File: config.mk
export PLATFORM = sky130hd
export DESIGN_NAME = hdmi_cfg_sequencer_flat
export DESIGN_NICKNAME = d
export VERILOG_FILES = /design/src/rtl/hdmi_cfg_sequencer_pkg.sv /design/src/rtl/hdmi_cfg_sequencer_if.sv /design/src/rtl/hdmi_cfg_sequencer_sync_edge.sv /design/src/rtl/hdmi_cfg_sequencer.sv /design/src/flat_wrapper.sv
export SDC_FILE = /design/constraint.sdc
export NUM_CORES = 1
export LEC_CHECK = 0
export ABC_AREA = 1
export CAP_MARGIN = 20
export CORE_UTILIZATION = 48
export CTS_CLUSTER_SIZE = 20
export DETAILED_ROUTE_END_ITERATION = 10
export PLACE_DENSITY = 0.87
export SETUP_SLACK_MARGIN = 0.1
export SYNTH_ARGS = -nofsm -noshare
export SYNTH_HDL_FRONTEND = slang
export SYNTH_SLANG_ARGS = --single-unit
File: constraint.sdc
create_clock -name clk -period 2.65 [get_ports clk]
set_input_delay 0.53 -clock clk [delete_from_list [all_inputs] [get_ports clk]]
set_output_delay 0.53 -clock clk [all_outputs]
set_load 0.02 [all_outputs]
File: src/rtl/hdmi_cfg_sequencer_pkg.sv
// Shared types and constants for the ADV7513 configuration sequencer.
//   cfg_state_e        : sequencer FSM states
//   ADV7513_SLAVE_ADDR : 7-bit slave address with the write bit appended
//   DEF_*              : default delays in CLK_I2C cycles (250 kHz)
package hdmi_cfg_pkg;

   typedef enum logic [2:0] {
      ST_PWRUP   = 3'd0,
      ST_ISSUE   = 3'd1,
      ST_WAIT    = 3'd2,
      ST_BACKOFF = 3'd3,
      ST_DONE    = 3'd4,
      ST_HPD     = 3'd5,
      ST_FAIL    = 3'd6
   } cfg_state_e;

   localparam logic [7:0] ADV7513_SLAVE_ADDR = 8'h72;

   localparam int unsigned DEF_NUM_OF_CONFIG = 14;
   localparam int unsigned DEF_PWRUP_CYCLES  = 50000;
   localparam int unsigned DEF_HPD_CYCLES    = 25000;
   localparam int unsigned DEF_RETRY_GAP     = 250;
   localparam int unsigned DEF_MAX_RETRY     = 3;

endpackage

File: src/rtl/hdmi_cfg_sequencer_if.sv
// Byte-level I2C write handshake between the configuration sequencer and
// the I2C master.
//   i2c_req   : transfer request, held until i2c_done
//   i2c_slave : slave address byte
//   i2c_reg   : register byte
//   i2c_data  : data byte
//   i2c_done  : one-cycle end-of-transfer pulse
//   i2c_nack  : qualified by i2c_done, 1 = NACK
// master = sequencer side, slave = I2C master engine side.
interface hdmi_cfg_sequencer_if;
   logic       i2c_req;
   logic [7:0] i2c_slave;
   logic [7:0] i2c_reg;
   logic [7:0] i2c_data;
   logic       i2c_done;
   logic       i2c_nack;

   modport master (
      output i2c_req, i2c_slave, i2c_reg, i2c_data,
      input  i2c_done, i2c_nack
   );

   modport slave (
      input  i2c_req, i2c_slave, i2c_reg, i2c_data,
      output i2c_done, i2c_nack
   );
endinterface

File: src/rtl/hdmi_cfg_sequencer_sync_edge.sv
// Two-flop synchroniser for an asynchronous input plus a history flop that
// yields a one-cycle rising-edge pulse in the clk domain.
//   clk     : destination clock
//   rst     : synchronous active-high reset, clears all three flops
//   async_i : asynchronous input pin
//   rise_o  : one-cycle pulse on a synchronised 0->1 transition
module sync_edge (
   input  logic clk,
   input  logic rst,
   input  logic async_i,
   output logic rise_o
);

   logic meta_q;
   logic sync_q;
   logic hist_q;

   always_ff @(posedge clk) begin
      if (rst) begin
         meta_q <= 1'b0;
         sync_q <= 1'b0;
         hist_q <= 1'b0;
      end else begin
         meta_q <= async_i;
         sync_q <= meta_q;
         hist_q <= sync_q;
      end
   end

   assign rise_o = sync_q & ~hist_q;

endmodule

File: src/rtl/hdmi_cfg_sequencer.sv
// Walks the ADV7513 configuration table onto the I2C write master, with
// power-up delay, NACK retry with back-off and full re-configuration after a
// hot-plug interrupt. ready_o releases the HDMI pixel controller.
//   clk           : CLK_I2C domain clock
//   rst           : synchronous active-high reset (shared with the I2C master)
//   hdmi_int_i    : asynchronous ADV7513 interrupt / hot-plug line
//   config_i      : table entry at config_addr_o, [15:8] reg, [7:0] data
//   config_addr_o : current table index
//   i2c           : request/done handshake to the I2C master
//   ready_o       : configuration complete
//   error_o       : retries exhausted on some entry
//
// state   | meaning
// PWRUP   | power-up delay after reset
// ISSUE   | latch table entry, raise request
// WAIT    | transfer in flight, outputs frozen
// BACKOFF | gap after a NACK before retrying the same entry
// DONE    | table written, ready high
// HPD     | settle delay after a hot-plug edge
// FAIL    | retries exhausted, error high
module hdmi_cfg_sequencer
   import hdmi_cfg_pkg::*;
#(
   parameter int unsigned NUM_OF_CONFIG  = DEF_NUM_OF_CONFIG,
   parameter int unsigned ADDR_WIDTH     = 4,
   parameter logic [7:0]  I2C_SLAVE_ADDR = ADV7513_SLAVE_ADDR,
   parameter int unsigned PWRUP_CYCLES   = DEF_PWRUP_CYCLES,
   parameter int unsigned HPD_CYCLES     = DEF_HPD_CYCLES,
   parameter int unsigned RETRY_GAP      = DEF_RETRY_GAP,
   parameter int unsigned MAX_RETRY      = DEF_MAX_RETRY,
   parameter int unsigned CTR_WIDTH      = 16
) (
   input  logic                  clk,
   input  logic                  rst,
   input  logic                  hdmi_int_i,
   input  logic [15:0]           config_i,
   output logic [ADDR_WIDTH-1:0] config_addr_o,
   hdmi_cfg_sequencer_if.master  i2c,
   output logic                  ready_o,
   output logic                  error_o
);

   localparam int unsigned RETRY_W = (MAX_RETRY < 1) ? 1 : $clog2(MAX_RETRY + 1);

   localparam logic [CTR_WIDTH-1:0]  PWRUP_LOAD = CTR_WIDTH'(PWRUP_CYCLES - 1);
   localparam logic [CTR_WIDTH-1:0]  HPD_LOAD   = CTR_WIDTH'(HPD_CYCLES - 1);
   localparam logic [CTR_WIDTH-1:0]  GAP_LOAD   = CTR_WIDTH'(RETRY_GAP - 1);
   localparam logic [ADDR_WIDTH-1:0] LAST_ADDR  = ADDR_WIDTH'(NUM_OF_CONFIG - 1);
   localparam logic [RETRY_W-1:0]    RETRY_MAX  = RETRY_W'(MAX_RETRY);

   cfg_state_e            state_q;
   logic [CTR_WIDTH-1:0]  cnt_q;
   logic [ADDR_WIDTH-1:0] addr_q;
   logic [RETRY_W-1:0]    retry_q;
   logic                  req_q;
   logic [7:0]            reg_q;
   logic [7:0]            data_q;
   logic                  ready_q;
   logic                  error_q;
   logic                  hpd_pend_q;

   logic hpd_rise;
   logic hpd_evt;
   logic cnt_zero;
   logic do_restart;

   sync_edge u_hpd_sync (
      .clk     (clk),
      .rst     (rst),
      .async_i (hdmi_int_i),
      .rise_o  (hpd_rise)
   );

   assign hpd_evt  = hpd_rise | hpd_pend_q;
   assign cnt_zero = (cnt_q == '0);

   // A hot-plug restart is taken only where no transfer is in flight: from
   // DONE/FAIL, or on the cycle the current transfer completes.
   always_comb begin
      do_restart = 1'b0;
      case (state_q)
         ST_WAIT:          do_restart = i2c.i2c_done & hpd_evt;
         ST_DONE, ST_FAIL: do_restart = hpd_evt;
         default:          do_restart = 1'b0;
      endcase
   end

   always_ff @(posedge clk) begin
      if (rst) begin
         state_q    <= ST_PWRUP;
         cnt_q      <= PWRUP_LOAD;
         addr_q     <= '0;
         retry_q    <= '0;
         req_q      <= 1'b0;
         reg_q      <= 8'h00;
         data_q     <= 8'h00;
         ready_q    <= 1'b0;
         error_q    <= 1'b0;
         hpd_pend_q <= 1'b0;
      end else begin
         // Edges seen while the table is being written are remembered and
         // serviced later; HPD restarts its own settle timer instead.
         if (hpd_rise && (state_q inside {ST_PWRUP, ST_ISSUE, ST_WAIT, ST_BACKOFF}))
            hpd_pend_q <= 1'b1;

         case (state_q)
            ST_PWRUP, ST_BACKOFF: begin
               if (cnt_zero) state_q <= ST_ISSUE;
               else          cnt_q   <= cnt_q - CTR_WIDTH'(1);
            end

            ST_ISSUE: begin
               reg_q   <= config_i[15:8];
               data_q  <= config_i[7:0];
               req_q   <= 1'b1;
               state_q <= ST_WAIT;
            end

            ST_WAIT: begin
               if (i2c.i2c_done) begin
                  req_q <= 1'b0;
                  if (!i2c.i2c_nack) begin
                     retry_q <= '0;
                     if (addr_q == LAST_ADDR) begin
                        ready_q <= 1'b1;
                        state_q <= ST_DONE;
                     end else begin
                        addr_q  <= addr_q + ADDR_WIDTH'(1);
                        state_q <= ST_ISSUE;
                     end
                  end else if (retry_q == RETRY_MAX) begin
                     error_q <= 1'b1;
                     ready_q <= 1'b0;
                     state_q <= ST_FAIL;
                  end else begin
                     retry_q <= retry_q + RETRY_W'(1);
                     cnt_q   <= GAP_LOAD;
                     state_q <= ST_BACKOFF;
                  end
               end
            end

            ST_HPD: begin
               if (hpd_rise)      cnt_q   <= HPD_LOAD;
               else if (cnt_zero) state_q <= ST_ISSUE;
               else               cnt_q   <= cnt_q - CTR_WIDTH'(1);
            end

            ST_DONE, ST_FAIL: ;

            default: state_q <= ST_PWRUP;
         endcase

         // Overrides whatever the case above scheduled for these registers.
         if (do_restart) begin
            ready_q    <= 1'b0;
            error_q    <= 1'b0;
            addr_q     <= '0;
            retry_q    <= '0;
            hpd_pend_q <= 1'b0;
            cnt_q      <= HPD_LOAD;
            state_q    <= ST_HPD;
         end
      end
   end

   assign config_addr_o = addr_q;
   assign i2c.i2c_req   = req_q;
   assign i2c.i2c_slave = I2C_SLAVE_ADDR;
   assign i2c.i2c_reg   = reg_q;
   assign i2c.i2c_data  = data_q;
   assign ready_o       = ready_q;
   assign error_o       = error_q;

endmodule

File: src/flat_wrapper.sv
// flat-port wrapper written by rule: the top's interface ports become plain ports
module hdmi_cfg_sequencer_flat import hdmi_cfg_pkg::*;
#(
   parameter int unsigned NUM_OF_CONFIG  = DEF_NUM_OF_CONFIG,
   parameter int unsigned ADDR_WIDTH     = 4,
   parameter logic [7:0]  I2C_SLAVE_ADDR = ADV7513_SLAVE_ADDR,
   parameter int unsigned PWRUP_CYCLES   = DEF_PWRUP_CYCLES,
   parameter int unsigned HPD_CYCLES     = DEF_HPD_CYCLES,
   parameter int unsigned RETRY_GAP      = DEF_RETRY_GAP,
   parameter int unsigned MAX_RETRY      = DEF_MAX_RETRY,
   parameter int unsigned CTR_WIDTH      = 16
)
  (clk, rst, hdmi_int_i, config_i, config_addr_o, ready_o, error_o, i2c_i2c_req, i2c_i2c_slave, i2c_i2c_reg, i2c_i2c_data, i2c_i2c_done, i2c_i2c_nack);
  hdmi_cfg_sequencer_if i2c_i ();
  input  logic clk;
  input  logic rst;
  input  logic hdmi_int_i;
  input  logic [15:0] config_i;
  output logic [ADDR_WIDTH-1:0] config_addr_o;
  output logic ready_o;
  output logic error_o;
  output wire logic [$bits(i2c_i.i2c_req)-1:0] i2c_i2c_req;
  output wire logic [$bits(i2c_i.i2c_slave)-1:0] i2c_i2c_slave;
  output wire logic [$bits(i2c_i.i2c_reg)-1:0] i2c_i2c_reg;
  output wire logic [$bits(i2c_i.i2c_data)-1:0] i2c_i2c_data;
  input wire logic [$bits(i2c_i.i2c_done)-1:0] i2c_i2c_done;
  input wire logic [$bits(i2c_i.i2c_nack)-1:0] i2c_i2c_nack;
  assign i2c_i2c_req = i2c_i.i2c_req;
  assign i2c_i2c_slave = i2c_i.i2c_slave;
  assign i2c_i2c_reg = i2c_i.i2c_reg;
  assign i2c_i2c_data = i2c_i.i2c_data;
  assign i2c_i.i2c_done = i2c_i2c_done;
  assign i2c_i.i2c_nack = i2c_i2c_nack;
  hdmi_cfg_sequencer #(.NUM_OF_CONFIG(NUM_OF_CONFIG), .ADDR_WIDTH(ADDR_WIDTH), .I2C_SLAVE_ADDR(I2C_SLAVE_ADDR), .PWRUP_CYCLES(PWRUP_CYCLES), .HPD_CYCLES(HPD_CYCLES), .RETRY_GAP(RETRY_GAP), .MAX_RETRY(MAX_RETRY), .CTR_WIDTH(CTR_WIDTH)) u_core (.clk(clk), .rst(rst), .hdmi_int_i(hdmi_int_i), .config_i(config_i), .config_addr_o(config_addr_o), .i2c(i2c_i), .ready_o(ready_o), .error_o(error_o));
endmodule
Yosys cells after proc, flatten, opt, wreduce, memory -nomap -nowiden
Index checks and enable logic that the tools add are counted.
{"block": "word_totals", "register_bits": 48, "latch_bits": 0, "ram_bits": 0, "mem_bits_ro": 0, "inputBits": 21, "out_inout_bits": 31, "elab_cells": 87, "n_memories": 0}
{"block": "op_classes", "addsub": 3, "multipliers": 0, "div_mod_pow": 0, "n_lt_le_gt_ge": 0, "n_eq_ne": 19, "shift": 0, "muxes": 23, "n_bitwise": 7, "n_reduce_logical": 20}
{"operator": "16-bit 2-to-1 mux", "count": 6}
{"operator": "16-bit case mux with 3 select lines", "count": 1}
{"operator": "3-bit 2-to-1 mux", "count": 7}
{"operator": "4-bit AND reduction", "count": 5}
{"operator": "16-bit zero test", "count": 1}
{"operator": "16-bit by 1-bit subtractor with 16-bit output, second input constant", "count": 1}
{"operator": "3-bit case mux with 5 select lines", "count": 1}
{"operator": "2-bit != test, second input constant", "count": 5}
{"operator": "3-bit == test, second input constant", "count": 3}
{"operator": "3-bit by 2-bit != test with 1-bit output, second input constant", "count": 3}
{"operator": "3-bit AND reduction", "count": 3}
{"operator": "4-bit nonzero test", "count": 2}
{"operator": "3-bit by 2-bit == test with 1-bit output, second input constant", "count": 2}
{"operator": "2-bit OR reduction", "count": 3}
{"operator": "4-bit by 1-bit adder with 4-bit output, second input constant", "count": 1}
{"operator": "4-bit == test, second input constant", "count": 1}
{"operator": "1-bit 2-to-1 mux", "count": 4}
{"operator": "2-bit 2-to-1 mux", "count": 2}
{"operator": "2-bit by 1-bit != test with 1-bit output, second input constant", "count": 2}
{"operator": "1-bit inverter", "count": 4}
{"operator": "1-bit case mux with 2 select lines", "count": 2}
{"operator": "2-bit nonzero test", "count": 2}
{"operator": "3-bit by 1-bit == test with 1-bit output, second input constant", "count": 1}
{"operator": "3-bit zero test", "count": 1}
{"operator": "other kinds (8)", "count": 9}

Longest topological paths before layout
{"block": "logic_depth", "ltp_word": 7, "ltp_mapped": 13, "mapped_depth_nobuf": 13}

Modules after synthesis
From an unflattened synthesis, not the netlist that was laid out.
{"block": "hier_totals", "cells_unflattened": 388, "hier_area_um2": 2591.2}
{"module": "hdmi_cfg_sequencer", "n_inst": 1, "cells_per_inst": 378, "area_each_um2": 2504.9, "seq_area_each_um2": 900.9}
{"module": "sync_edge", "n_inst": 1, "cells_per_inst": 10, "area_each_um2": 86.3, "seq_area_each_um2": 60.1}

Worst setup path after synthesis
OpenSTA, ideal clock, no wires.
{"block": "synth_path", "kind": "reg-to-reg", "startpoint": "register u_core.cnt_q[0]", "endpoint": "register u_core.cnt_q[12]", "setup_ps": 113, "arrival_time_ps": 1332, "required_ps": 2537, "path_slack_ps": 1205, "path_stages_with_launch": 12, "path_buffers": 0, "period_less_slack_ps": 1445, "path_cell_list": "dfxtp_1 > inv_1 > ha_1 > nand2_1 > nor2_2 > nand3_2 > nand2_1 > inv_1 > nand3_1 > nand2_1 > inv_1 > nor2_1"}
{"block": "synth_between", "elab_chain_len": 4, "elab_cells_between_ends": 5, "classes_between": "1 x add/sub; 3 x mux; 1 x reduce/logical"}
{"element": "start: declaration", "line_no": "hdmi_cfg_sequencer.sv:52", "text": "logic [CTR_WIDTH-1:0] cnt_q;"}
{"element": "start signal: assignment", "line_no": "hdmi_cfg_sequencer.sv:109", "text": "else cnt_q <= cnt_q - CTR_WIDTH'(1);"}
{"element": "start signal: assignment", "line_no": "hdmi_cfg_sequencer.sv:146", "text": "else cnt_q <= cnt_q - CTR_WIDTH'(1);"}
{"element": "16-bit by 1-bit subtractor with 16-bit output or 16-bit zero test (tied branches)", "line_no": "hdmi_cfg_sequencer.sv:109, hdmi_cfg_sequencer.sv:146, hdmi_cfg_sequencer.sv:75"}
{"element": "16-bit 2-to-1 mux *", "line_no": "hdmi_cfg_sequencer.sv:108, hdmi_cfg_sequencer.sv:145"}
{"element": "16-bit 2-to-1 mux", "line_no": "hdmi_cfg_sequencer.sv:144", "text": "if (hpd_rise) cnt_q <= HPD_LOAD;"}
{"element": "16-bit case mux with 3 select lines *", "line_no": "hdmi_cfg_sequencer.sv:106", "text": "case (state_q)"}
Mark *: on every way between the ends. The rest lies on a longest branch, timed or not.
A chain may end at the register's enable or synchronous reset.

Worst setup path after layout
{"block": "layout_path", "startpoint": "register u_core.addr_q[0] (netlist: u_core.config_addr_o[0])", "endpoint": "output config_addr_o[0]"}
{"element": "start: declaration", "line_no": "hdmi_cfg_sequencer.sv:53", "text": "logic [ADDR_WIDTH-1:0] addr_q;"}
{"element": "start signal: assignment", "line_no": "hdmi_cfg_sequencer.sv:128", "text": "addr_q <= addr_q + ADDR_WIDTH'(1);"}
{"element": "end: declaration", "line_no": "flat_wrapper.sv:19", "text": "output logic [ADDR_WIDTH-1:0] config_addr_o;"}
No word-level cell between the ends.

==> metrics.txt <==
outcome completed; first-pass GRT wire length 9.98 mm; antenna fix cells 0; largest net degree at the start of global routing 22; via/cell ratio 5.15; CTS Root Cell clkbuf_8; CP Capture Type primary output; port buffer count 43; HPWL Detailed 4.26 mm; post-CTS resize count 0; sequential-to-total area share from yosys stat 37.4%; Final setup viols 0; Worst VDD drop 520 uV; starting density of the core 50.0%; Fin Setup TNS 0 ns; Initial DRC Count 126; Post CTS Setup Buffer Count 0; max incr delay on CP 0.64 ns; area grow syn2layout 21.2%; Die Span X 75.2 um; Synth top cells by count 76 x nand2_1, 48 x dfxtp_1, 42 x inv_1; CTS tree done; detailed-route via count 2471; Most used DFF post-synth dfxtp_1; # IOs 52; count leader, synth nand2_1; unique cell type count in the Yosys netlist 33; antenna violations before repair 0; Seq cells post-synth 48; pins over their slew limit 0; total overflow reported by the global router 0; Inserted Clock Buffers 5; Hold Path Class flop to flop; vias in the first global route 2336; NumNets Final 434; Power Dens Cells 921 nW/um2; most area-consuming cells after synthesis dfxtp_1 37%, nand2_1 11%, nand3_1 6.6%, inv_1 6.1%, a21oi_1 5.8%; clk_lat worst skew 0.30 ns; CP required 2.12 ns; clock slew at reported path FFs 0.09 ns; cts hold-fix bufs 0; final hold violation count 0; Slew Limit Headroom 62.9%; First-pass DRT Iterations 4; Syn Area/Cell 7.01 um2; worst setup margin 0.740 ns; Post-synth EDFFs 0; crit path DAT 1.38 ns; Final Critical Period 1.91 ns; Setup Crit Path Kind flop to primary output; DP Worst Slack 0.586 ns; critical path startpoint category flop; RSZ-0062 raised after global routing no; Std-Cell Rows 26; Fin Clk Skew 0.00954 ns; Max Freq 524 MHz; H-Tree Depth 2; clk buf depth 2; top cell type by total area after synthesis dfxtp_1; die area 5650 um2; Design Area, Final 3120 um2; max reg flops 16; leakage 1.32 nW; worst slew pin tran 0.555 ns; Max-Cap Viols 0; Final Non-Filler Cells 480; CP top delay family buffers and inverters; crit path max fanout 5; Synth async-reset ratio 0%; top cell type's share of synthesized area 37.4%; placed cells 472; slowest cell on the critical path clkdlybuf4s50_1; Routed WL 5.90 mm; drc violations 0; Post-Syn Area 2570 um2; core area 5140 um2; chip height 75.2 um; CTS sink cnt 48; Ys Warns 0; final period utilization 72.1%; Global Route Usage Sum 22.6%; CP bufs+invs 1; WL/cell 12.3 um; Antenna Nets Post-Route 0; GPL Wtd Cong 0.860; Post-Syn Instances 367; critical path cell sequence clkdlybuf4s50_1; Area after DPL 3020 um2; share of layout cells above drive strength 1 9.76%
[layout by cell type, fill, tap and decap left out, types with 7 or more instances in the layout]
cell type	count
inv_1	42
nand4_1	9
dfxtp_1	48
nor2_1	40
clkdlybuf4s50_1	43
conb_1	8
o211ai_1	7
nand2_1	76
nand2_2	7
o21ai_0	12
nor3_1	7
nand3_1	34
a21oi_1	30
[kinds of logic after synthesis]
family / after synthesis / synth area share (%)
and+or+nand+nor: 189 / 35.7
other: 2 / 0.292
AOI/OAI and AO/OA: 55 / 12.1
xor gates and xnor gates: 4 / 1.36
DFF: 48 / 37.4
adders and majority gates: 4 / 1.95
buffers and inverters: 65 / 11.2
[metal layers]
metal	GRT usage (%)	routed length, um	vias up
li1	-	-	1257
met1	28.6	2560	1120
met2	37.7	2890	83
met3	5.89	380	11
met4	7.00	70	0
met5	0	0	-
[layout make-up]
cell class | count | area [um2]
inverters | 50 | 193
clock inverters | 1 | 7.51
multi-input cells | 260 | 1340
flip-flops and latches | 48 | 961
fillers | 462 | 2020
clock buffers | 7 | 86.3
repair buffers | 44 | 438
well taps | 70 | 87.6
[stage by stage]
step           power, mW  hold slack, ns  util (%)
2_1_floorplan       2.07           0.388         -
3_3_place_gp        2.38           0.389      58.8
3_5_place_dp        2.41           0.397      58.8
4_1_cts             2.87           0.410      60.6
5_1_grt             3.10           0.442      60.6
6_report            2.87           0.408      60.6
[tightest hold or removal path, delay by kind of cell, from the launching register on]
kind / cells / cell delay (ns)
and+or+nand+nor: 1 / 0.03
buffers and inverters: 1 / 0.04
DFF: 1 / 0.30
[where the power goes]
group | internal, mW | leakage, nW | switching (mW)
Combinational | 0.496 | 0.887 | 0.880
Sequential | 0.884 | 0.392 | 0.156
Clock | 0.212 | 0.0445 | 0.242
[final timing paths]
kind	from	endpoint	slack (ns)	depth (start not counted)
worst max register to register	u_core.state_q[2]	u_core.cnt_q[12]	0.76	10
worst max-delay path	u_core.config_addr_o[0]	config_addr_o[0]	0.74	1
worst min register to register	u_core.u_hpd_sync.meta_q	u_core.u_hpd_sync.sync_q	0.41	2
worst min-delay path	u_core.u_hpd_sync.meta_q	u_core.u_hpd_sync.sync_q	0.41	2
(Power assumes the default switching activity.)
==> variant: new RTL, same settings <==
`ADDR_WIDTH` is set to 4 in 2 places; all go to 5.
--- a/src/rtl/hdmi_cfg_sequencer.sv
+++ b/src/rtl/hdmi_cfg_sequencer.sv
@@ -22,7 +22,7 @@
    import hdmi_cfg_pkg::*;
 #(
    parameter int unsigned NUM_OF_CONFIG  = DEF_NUM_OF_CONFIG,
-   parameter int unsigned ADDR_WIDTH     = 4,
+   parameter int unsigned ADDR_WIDTH     = 5,
    parameter logic [7:0]  I2C_SLAVE_ADDR = ADV7513_SLAVE_ADDR,
    parameter int unsigned PWRUP_CYCLES   = DEF_PWRUP_CYCLES,
    parameter int unsigned HPD_CYCLES     = DEF_HPD_CYCLES,
--- a/src/flat_wrapper.sv
+++ b/src/flat_wrapper.sv
@@ -2,7 +2,7 @@
 module hdmi_cfg_sequencer_flat import hdmi_cfg_pkg::*;
 #(
    parameter int unsigned NUM_OF_CONFIG  = DEF_NUM_OF_CONFIG,
-   parameter int unsigned ADDR_WIDTH     = 4,
+   parameter int unsigned ADDR_WIDTH     = 5,
    parameter logic [7:0]  I2C_SLAVE_ADDR = ADV7513_SLAVE_ADDR,
    parameter int unsigned PWRUP_CYCLES   = DEF_PWRUP_CYCLES,
    parameter int unsigned HPD_CYCLES     = DEF_HPD_CYCLES,
Interface: changed (resized config_addr_o); port bits go from 52 to 53. No check against the original RTL was run, so the function may have changed too.
==> variant against the original RTL <==
  * Core utilization increased by 0.49 points
  * Total power increased by 11%
  * Worst setup slack got worse by 0.019 ns
  * Cell area increased by 0.80%
  * Count of clock-buffer cells in the layout decreased by 2
  * Wire length decreased by 2.5%
  * Clock skew decreased by 0.0033 ns
  * Sequential cell count increased by 1
  * Area after synthesis decreased by 0.15%
  * Via count decreased by 2.6%
  * Highest routed layer unchanged
==> variant: results (changes against the original RTL) <==
| Metric | Value |
|---|---|
| Outcome | finished, final reports clean |
| Seq. cell area | 981 um^2 (+2.1%) |
| RD Place Congestion | 0.910 (+5.9%) |
| Synth top cells by count | nor2_1, nand2_1, dfxtp_1 |
| Initial detailed-routing violation count | 196 (+56%) |
| Vias in the first global route | 2165 (-7.3%) |
| Met1 Wirelength | 2630 um (+2.5%) |
| Largest net degree at the start of global routing | 24 (+9.1%) |
| Hpwl dp | 4140 um (-2.9%) |
| WL met2 | 2590 um (-10%) |
| Max-slew headroom | 61.7% (-1.2 points) |
| Worst R2R Start | u_core.cnt_q[0]$_SDFFE_PP1P_ |
| Worst EP arrival | 1.40 ns (+0.02 ns) |
| Register area share after synthesis | 38.2% (+0.83 points) |
| Place WS | 0.559 ns (-0.0268 ns) |
| Global-route wire length before repair | 9560 um (-4.1%) |
| Largest cells by area after synthesis | dfxtp_1, nor2_1, nand2_1 |
| Highest clock rate | 518 MHz (-1.0%) |
| DR WL met3 | 462 um (+22%) |
| Reg2reg end | u_core.state_q[2]$_SDFFE_PP0P_ |
| Layout cells sized above 1 | 8.59% (-1.2 points) |
| Total GRT Usage | 22.2% (-0.35 points) |
| Grt met1 use | 28.4% (-0.26 points) |
| Layout Skew | 0.00626 ns (-0.00328 ns) |
| Filler Cells Inserted | 450 (-2.6%) |
| Met2 Use GR | 35.0% (-2.7 points) |
| R2R setup slack | 0.87 ns (+0.11 ns) |
| WL/cell | 11.8 um (-4.3%) |
## variant: report_power, final
part	switching, W	internal (W)
registers	0.000146	0.000923
clock network	0.000283	0.000290
logic	0.000994	0.000548
## variant: layout make-up
class / instances / area share, %
timing repair buffer: 45 / 14.3
tap: 70 / 2.79
clock inverter: 3 / 1.59
clock buffer: 5 / 2.19
sequential: 49 / 31.2
multi-input combinational: 268 / 42.1
inverter: 49 / 5.85
## variant: metrics by stage
step	power (W)	instances
after floorplan	0.00216	381
after global placement	0.00255	481
after detailed placement	0.00261	481
after CTS	0.00318	489
after global routing	0.00343	489
final	0.00318	489
## variant: cells by family (layout without fill, tap and decap cells)
family          Yosys count  after routing  share of synthesized area, %
other cells               2              8                         0.293
simple gates            189            189                          33.5
fa+ha+maj                 4              4                          1.95
xor+xnor                  4              4                          1.36
flops                    49             49                          38.2
compound gates           63             63                          13.5
buf+inv                  64            102                          11.2
